File: config.mk
export PLATFORM = sky130hd
export DESIGN_NAME = probabilistic_search_sequencer
export DESIGN_NICKNAME = d
export VERILOG_FILES = /design/src/rtl/probabilistic_search_sequencer.sv
export SDC_FILE = /design/constraint.sdc
export NUM_CORES = 1
export LEC_CHECK = 0
export CORE_ASPECT_RATIO = 1.2
export CORE_MARGIN = 2
export CORE_UTILIZATION = 38
export DETAILED_ROUTE_END_ITERATION = 7
export GPL_ROUTABILITY_DRIVEN = 0
export MAX_ROUTING_LAYER = met4
export PLACE_DENSITY = 0.62
export SYNTH_ARGS = -nofsm -noshare
export SYNTH_HDL_FRONTEND = slang
export SYNTH_SLANG_ARGS = --single-unit
File: constraint.sdc
create_clock -name in_clk -period 3.62 [get_ports in_clk]
set_input_delay 0.362 -clock in_clk [delete_from_list [all_inputs] [get_ports in_clk]]
set_output_delay 0.362 -clock in_clk [all_outputs]
set_load 0.01 [all_outputs]
File: src/rtl/probabilistic_search_sequencer.sv
// Proposal sequencer for the MCMC solver's probabilistic-search step: walks one
// boolean, continuous or discrete variable through its proposal units via handshakes.
module probabilistic_search_sequencer #(
    parameter int MAX_BIT_WIDTH_OF_CLAUSES_INDEX = 3,
    parameter int TIMEOUT_CYCLES                 = 16,
    parameter int COUNT_WIDTH                    = 16,
    localparam int N_REDUCE                      = 2 ** MAX_BIT_WIDTH_OF_CLAUSES_INDEX
) (
    input  logic                   in_clk,
    input  logic                   in_reset,
    input  logic                   in_start,
    input  logic                   in_abort,
    input  logic [1:0]             in_choosen_variable_type,
    input  logic [N_REDUCE-1:0]    in_active_modules,
    input  logic [N_REDUCE-1:0]    in_reduce_done,
    input  logic                   in_segment_done,
    input  logic                   in_sampler_done,
    input  logic                   in_discrete_size_valid,
    input  logic                   in_discrete_value_valid,
    input  logic                   in_check_done,
    input  logic                   in_need_sample,
    output logic [3:0]             out_state,
    output logic                   out_busy,
    output logic                   out_boolean_propose_enable,
    output logic                   out_select_segment_enable,
    output logic                   out_DiscreteVariablesSizes_enable,
    output logic                   out_random_enable,
    output logic                   out_DiscreteValuesTable_enable,
    output logic                   out_sampler_enable,
    output logic                   out_compute_for_proposed_value,
    output logic                   out_calculate_probability_enable,
    output logic                   out_catch_U,
    output logic [N_REDUCE-1:0]    out_reduce_enable,
    output logic                   out_chosen_variable_is_discrete,
    output logic                   out_done,
    output logic                   out_error,
    output logic [1:0]             out_error_code,
    output logic [3:0]             out_error_state,
    output logic [COUNT_WIDTH-1:0] out_proposal_count
);

    typedef enum logic [3:0] {
        S_IDLE           = 4'd0,
        S_BOOL_PROPOSE   = 4'd1,
        S_REDUCE         = 4'd2,
        S_SELECT_SEGMENT = 4'd3,
        S_SAMPLE         = 4'd4,
        S_GET_SIZE       = 4'd5,
        S_CHOOSE_VALUE   = 4'd6,
        S_READ_VALUE     = 4'd7,
        S_CHECK          = 4'd8,
        S_CALC_PROB      = 4'd9,
        S_ERROR          = 4'd10
    } state_t;

    localparam logic [7:0] TMO_LAST = 8'(TIMEOUT_CYCLES - 1);

    state_t                  state_q, state_d;
    logic [1:0]              type_q, type_d;
    logic [N_REDUCE-1:0]     pending_q, pending_d;
    logic [N_REDUCE-1:0]     reduce_left_s;
    logic [7:0]              cnt_q, cnt_d;
    logic                    timeout_s;
    logic [1:0]              err_code_q, err_code_d;
    logic [3:0]              err_state_q, err_state_d;
    logic [COUNT_WIDTH-1:0]  count_q, count_d;

    logic                    bool_en_q, seg_en_q, size_en_q, rand_en_q, table_en_q;
    logic                    samp_en_q, comp_en_q, calc_en_q, catch_q, disc_q;
    logic                    done_q, error_q;
    logic [N_REDUCE-1:0]     red_en_q;

    assign reduce_left_s = pending_q & ~in_reduce_done;
    assign timeout_s     = (cnt_q == TMO_LAST);

    // Next-state, latched-request, error bookkeeping and proposal counter logic.
    always_comb begin
        state_d     = state_q;
        type_d      = type_q;
        pending_d   = pending_q;
        err_code_d  = err_code_q;
        err_state_d = err_state_q;
        count_d     = count_q;

        if (in_abort && (state_q != S_IDLE)) begin
            state_d = S_IDLE;
        end else begin
            case (state_q)
                S_IDLE: begin
                    if (in_start) begin
                        type_d      = in_choosen_variable_type;
                        pending_d   = in_active_modules;
                        err_code_d  = 2'd0;
                        err_state_d = 4'd0;
                        case (in_choosen_variable_type)
                            2'b00:   state_d = S_BOOL_PROPOSE;
                            2'b01:   state_d = S_REDUCE;
                            2'b10:   state_d = S_GET_SIZE;
                            default: begin
                                state_d    = S_ERROR;
                                err_code_d = 2'd2;
                            end
                        endcase
                    end else begin
                        state_d = S_IDLE;
                    end
                end
                S_BOOL_PROPOSE: state_d = S_CHECK;
                S_REDUCE: begin
                    pending_d = reduce_left_s;
                    if (reduce_left_s == '0) begin
                        state_d = S_SELECT_SEGMENT;
                    end else if (timeout_s) begin
                        state_d     = S_ERROR;
                        err_code_d  = 2'd1;
                        err_state_d = state_q;
                    end else begin
                        state_d = S_REDUCE;
                    end
                end
                S_SELECT_SEGMENT: begin
                    if (in_segment_done) begin
                        state_d = S_SAMPLE;
                    end else if (timeout_s) begin
                        state_d     = S_ERROR;
                        err_code_d  = 2'd1;
                        err_state_d = state_q;
                    end else begin
                        state_d = S_SELECT_SEGMENT;
                    end
                end
                S_SAMPLE: begin
                    if (in_sampler_done) begin
                        state_d = S_CHECK;
                    end else if (timeout_s) begin
                        state_d     = S_ERROR;
                        err_code_d  = 2'd1;
                        err_state_d = state_q;
                    end else begin
                        state_d = S_SAMPLE;
                    end
                end
                S_GET_SIZE: begin
                    if (in_discrete_size_valid) begin
                        state_d = S_CHOOSE_VALUE;
                    end else if (timeout_s) begin
                        state_d     = S_ERROR;
                        err_code_d  = 2'd1;
                        err_state_d = state_q;
                    end else begin
                        state_d = S_GET_SIZE;
                    end
                end
                S_CHOOSE_VALUE: state_d = S_READ_VALUE;
                S_READ_VALUE: begin
                    if (in_discrete_value_valid) begin
                        state_d = in_need_sample ? S_SAMPLE : S_CHECK;
                    end else if (timeout_s) begin
                        state_d     = S_ERROR;
                        err_code_d  = 2'd1;
                        err_state_d = state_q;
                    end else begin
                        state_d = S_READ_VALUE;
                    end
                end
                S_CHECK: begin
                    if (in_check_done) begin
                        state_d = S_CALC_PROB;
                    end else if (timeout_s) begin
                        state_d     = S_ERROR;
                        err_code_d  = 2'd1;
                        err_state_d = state_q;
                    end else begin
                        state_d = S_CHECK;
                    end
                end
                S_CALC_PROB: begin
                    state_d = S_IDLE;
                    count_d = count_q + {{(COUNT_WIDTH-1){1'b0}}, 1'b1};
                end
                S_ERROR: state_d = S_IDLE;
                default: state_d = S_IDLE;
            endcase
        end

        // Every state change restarts the per-stage cycle count.
        if (state_d != state_q) begin
            cnt_d = 8'd0;
        end else begin
            cnt_d = cnt_q + 8'd1;
        end
    end

    // State registers plus Moore outputs registered from the next state so they align with out_state.
    always_ff @(posedge in_clk) begin
        if (in_reset) begin
            state_q     <= S_IDLE;
            type_q      <= 2'b00;
            pending_q   <= '0;
            cnt_q       <= 8'd0;
            err_code_q  <= 2'd0;
            err_state_q <= 4'd0;
            count_q     <= '0;
            bool_en_q   <= 1'b0;
            seg_en_q    <= 1'b0;
            size_en_q   <= 1'b0;
            rand_en_q   <= 1'b0;
            table_en_q  <= 1'b0;
            samp_en_q   <= 1'b0;
            comp_en_q   <= 1'b0;
            calc_en_q   <= 1'b0;
            catch_q     <= 1'b0;
            disc_q      <= 1'b0;
            done_q      <= 1'b0;
            error_q     <= 1'b0;
            red_en_q    <= '0;
        end else begin
            state_q     <= state_d;
            type_q      <= type_d;
            pending_q   <= pending_d;
            cnt_q       <= cnt_d;
            err_code_q  <= err_code_d;
            err_state_q <= err_state_d;
            count_q     <= count_d;
            bool_en_q   <= (state_d == S_BOOL_PROPOSE);
            seg_en_q    <= (state_d == S_SELECT_SEGMENT);
            size_en_q   <= (state_d == S_GET_SIZE);
            rand_en_q   <= (state_d == S_CHOOSE_VALUE) || (state_d == S_READ_VALUE);
            table_en_q  <= (state_d == S_READ_VALUE);
            samp_en_q   <= (state_d == S_SAMPLE);
            comp_en_q   <= (state_d == S_CHECK);
            calc_en_q   <= (state_d == S_CALC_PROB);
            catch_q     <= (state_q == S_IDLE) &&
                           ((state_d == S_BOOL_PROPOSE) || (state_d == S_REDUCE) ||
                            (state_d == S_GET_SIZE));
            disc_q      <= (state_d == S_SAMPLE) && (type_d == 2'b10);
            done_q      <= (state_d == S_CALC_PROB);
            error_q     <= (state_d == S_ERROR);
            red_en_q    <= (state_d == S_REDUCE) ? pending_d : '0;
        end
    end

    assign out_state                         = state_q;
    assign out_busy                          = (state_q != S_IDLE);
    assign out_boolean_propose_enable        = bool_en_q;
    assign out_select_segment_enable         = seg_en_q;
    assign out_DiscreteVariablesSizes_enable = size_en_q;
    assign out_random_enable                 = rand_en_q;
    assign out_DiscreteValuesTable_enable    = table_en_q;
    assign out_sampler_enable                = samp_en_q;
    assign out_compute_for_proposed_value    = comp_en_q;
    assign out_calculate_probability_enable  = calc_en_q;
    assign out_catch_U                       = catch_q;
    assign out_reduce_enable                 = red_en_q;
    assign out_chosen_variable_is_discrete   = disc_q;
    assign out_done                          = done_q;
    assign out_error                         = error_q;
    assign out_error_code                    = err_code_q;
    assign out_error_state                   = err_state_q;
    assign out_proposal_count                = count_q;

endmodule
==> results.yml <==
sta:
  setup_violations: 0
  post-route-period-util_pct: 80.3
  fin_crit_ps: 2910
  fin_worst_skew_ps: 10.6
  drv_slew: 0
  maxSlewHeadroom_pct: 47.4
  hold_viol: 0
  fmax_mhz: 344
  worst-slew-pin-transition_ps: 788
  rsz0062_at_grt: "false"
  tns_ps: 0
setup_path:
  cpLargestDelayFamily: "simple AND/OR/NAND/NOR gates"
  end_kind: "flop"
  crit_slowest_cell: "dfxtp_1"
  crit_chain: "nor2b_1 -> and2_1 -> a221oi_2 -> o32ai_1 -> buf_4 -> or4_1 -> nor2_1"
  reg2reg_from: "out_state[1]$_SDFF_PP0_"
  critPathLaunch: "out_state[1]$_SDFF_PP0_"
  startpoint_type: "flop"
  slowest_delay_ps: 810
  crit_type: "reg -> reg"
  cp.arrival_ps: 3180
  critical_path_buf_inv_count: 1
  worstPathMaxFanout: 18
  cp.required_ps: 3890
pwr:
  leakage_uw: 0.00146
  combPwrFrac_pct: 40.3
  p_sw_share_pct: 38.4
  power.density_nw_per_um2: 583
  p_int_uw: 1460
  vdd_drop_max_uv: 278
  clock_power_share_pct: 23.6
  p_seq_share_pct: 36.1
  p_total_uw: 2370
  power.switching_uw: 912
placed_design:
  portBuffers: 74
  placed_area_um2: 3890
  dp_hpwl_um: 5810
  placed_cells: 520
cts:
  cts_resized: 0
  holdBufCountCts: 0
  htreeDepth: 3
  cts_setup_buffers: 0
  clockBufferDepth: 2
  cts_tree: "done"
  cts_num_sinks: 63
  clock_latency_ps: 340
  cts_made_buffers: 9
  clk_pin_slew_ps: 70
  cts_root_buf: "clkbuf_8"
logic_synthesis:
  yosysSeqAreaShare_pct: 40.8
  synth_seq_cells: 63
  async_flop_share_pct: 0
  yosys.area_share.simple_pct: 33.9
  synthAdderAreaFrac_pct: 0.809
  synthCells: 363
  syn-num-nets: 393
  synthMuxAreaShare_pct: 1.98
  synth.avg_cell_area_um2: 8.52
  yosysWarnings: 0
  synth.distinct_cells: 58
  syn-cell-area_um2: 3090
  ys.flop_type: "dfxtp_1"
  synth_edf_count: 0
  synthXorXnorAreaFrac_pct: 5.38
  synth_top_family_by_area: "simple AND/OR/NAND/NOR gates"
  synth_compound_area_share_pct: 13.0
final_layout:
  fin_area_um2: 4070
  area_delta_synth_final_pct: 31.6
  drive_above_1_share_pct: 9.09
  final_common_cell: "clkdlybuf4s50_1"
  final_cell_count_no_fill: 535
  final_cell_mix: "74 x clkdlybuf4s50_1, 63 x dfxtp_1, 60 x nor2_1"
  diodes: 0
  final_nets: 466
run:
  max_cap_viol_count: 0
grt:
  grt_pass1_vias: 2694
  grt_max_degree: 39
  grt_antenna_before_repair: 0
  grt_pass1_wl_um: 13000
  overflow: 0
  grt_util_all_layers_pct: 19.2
route:
  drt_pass1_iterations: 5
  dr.first_iter.drc_count: 195
  remaining_drc_errors: 0
  drtAntennaViolNets: 0
  routed_wl_um: 7970
  routedWlPerCell_um: 14.9
  viasPerCell: 5.33
  vias: 2853
status:
  outcome: "finished clean"
die:
  ios: 75
  die_h_um: 103
  die_area_um2: 8880
  die_w_um: 86.4
  initial_core_util_pct: 38.6
  num_rows: 36
  fp.coreArea_um2: 8020
min_path:
  hp-start: "out_error_state[2]$_SDFFE_PP0P_"
  hold_path.class: "reg -> reg"
==> worst register-to-register path, cell delays in order, from the launching register on <==
cell      delay (ps)
dfxtp_1          810
nor2b_1          180
and2_1           380
a221oi_2         520
o32ai_1          150
buf_4            190
or4_1            510
nor2_1           100
==> layout make-up <==
type	count	area [um2]
Clock buffer	12	165
Clock inverter	3	17.5
Fill cell	795	3950
Inverter	5	18.8
Multi-Input combinational cell	277	1700
Sequential cell	63	1260
Tap cell	95	119
Timing Repair Buffer	80	786
==> cell families (layout without fill, tap and decap cells) <==
logic type	Yosys count	after routing
XOR/XNOR	19	19
AND/OR/NAND/NOR	193	193
AO/OA/AOI/OAI	57	57
buffers and inverters	23	100
adder cells (fa/ha/maj)	2	2
flip-flops	63	63
multiplexers	6	6
==> metrics by stage <==
step	util (%)	setup slack [ps]	hold WS, ps
4_1_cts	50.8	732	480
3_3_place_gp	48.5	803	459
5_1_grt	50.8	479	513
3_5_place_dp	48.5	753	469
6_report	50.8	715	475
2_1_floorplan	-	1410	456
==> synthesized netlist by cell type (2+ instances only) <==
master,count,share of area [%]
or3_1,4,0.81
nor3_1,17,2.8
nor3b_1,2,0.49
nand2_1,25,3.0
nand2b_1,11,2.2
or4_1,10,2.4
nand4b_1,3,0.85
inv_1,4,0.49
and2_1,3,0.61
nand4_1,5,1.0
xnor2_1,6,1.7
nand3b_1,6,1.5
a31oi_1,2,0.40
dfxtp_1,63,41
o21ai_0,8,1.3
a22oi_1,9,2.2
ha_1,2,0.81
clkbuf_1,6,0.73
nand3_1,15,2.4
nor2_1,60,7.3
o21bai_1,2,0.49
nor4_1,4,0.81
buf_6,3,1.1
buf_2,4,0.65
buf_4,4,0.97
nor2b_1,14,2.8
nor3_2,2,0.65
a21oi_1,20,3.2
o31ai_1,2,0.49
o21ai_2,2,0.57
mux2i_1,5,1.6
and3_1,2,0.40
xor2_1,13,3.7
==> metal layers <==
metal	global-route usage [%]	wire, um	part of all wire, %	vias to the layer above
met5	-	0	0	-
met4	6.73	108	1.4	0
met3	4.72	413	5.2	10
met2	30.4	3870	49	92
met1	23.8	3580	45	1328
li1	-	-	-	1423
==> registers in the layout, indices dropped and copies added, names as in the netlist, 2 cells and up <==
signal	cells
out_proposal_count	16
cnt_q	8
out_reduce_enable	8
pending_q	8
out_error_state	4
out_state	4
out_error_code	2
type_q	2
==> power by group through the flow <==
| stage | logic (uW) | clock network (uW) | registers [uW] |
|---|---|---|---|
| after floorplan | 685 | 0 | 836 |
| after global placement | 945 | 0 | 870 |
| after detailed placement | 952 | 0 | 871 |
| after CTS | 958 | 574 | 855 |
| after global routing | 1050 | 602 | 870 |
| final | 955 | 561 | 856 |
==> final timing paths <==
check	end	slack, ps	cells past startpoint
worst max-delay path	cnt_q[6]$_SDFF_PP0_	710	7
worst min-delay path	out_error_state[2]$_SDFFE_PP0P_	480	2
worst max register to register	cnt_q[6]$_SDFF_PP0_	710	7
worst min register to register	out_error_state[2]$_SDFFE_PP0P_	480	2
No activity file was read; power rests on OpenSTA's default activity.
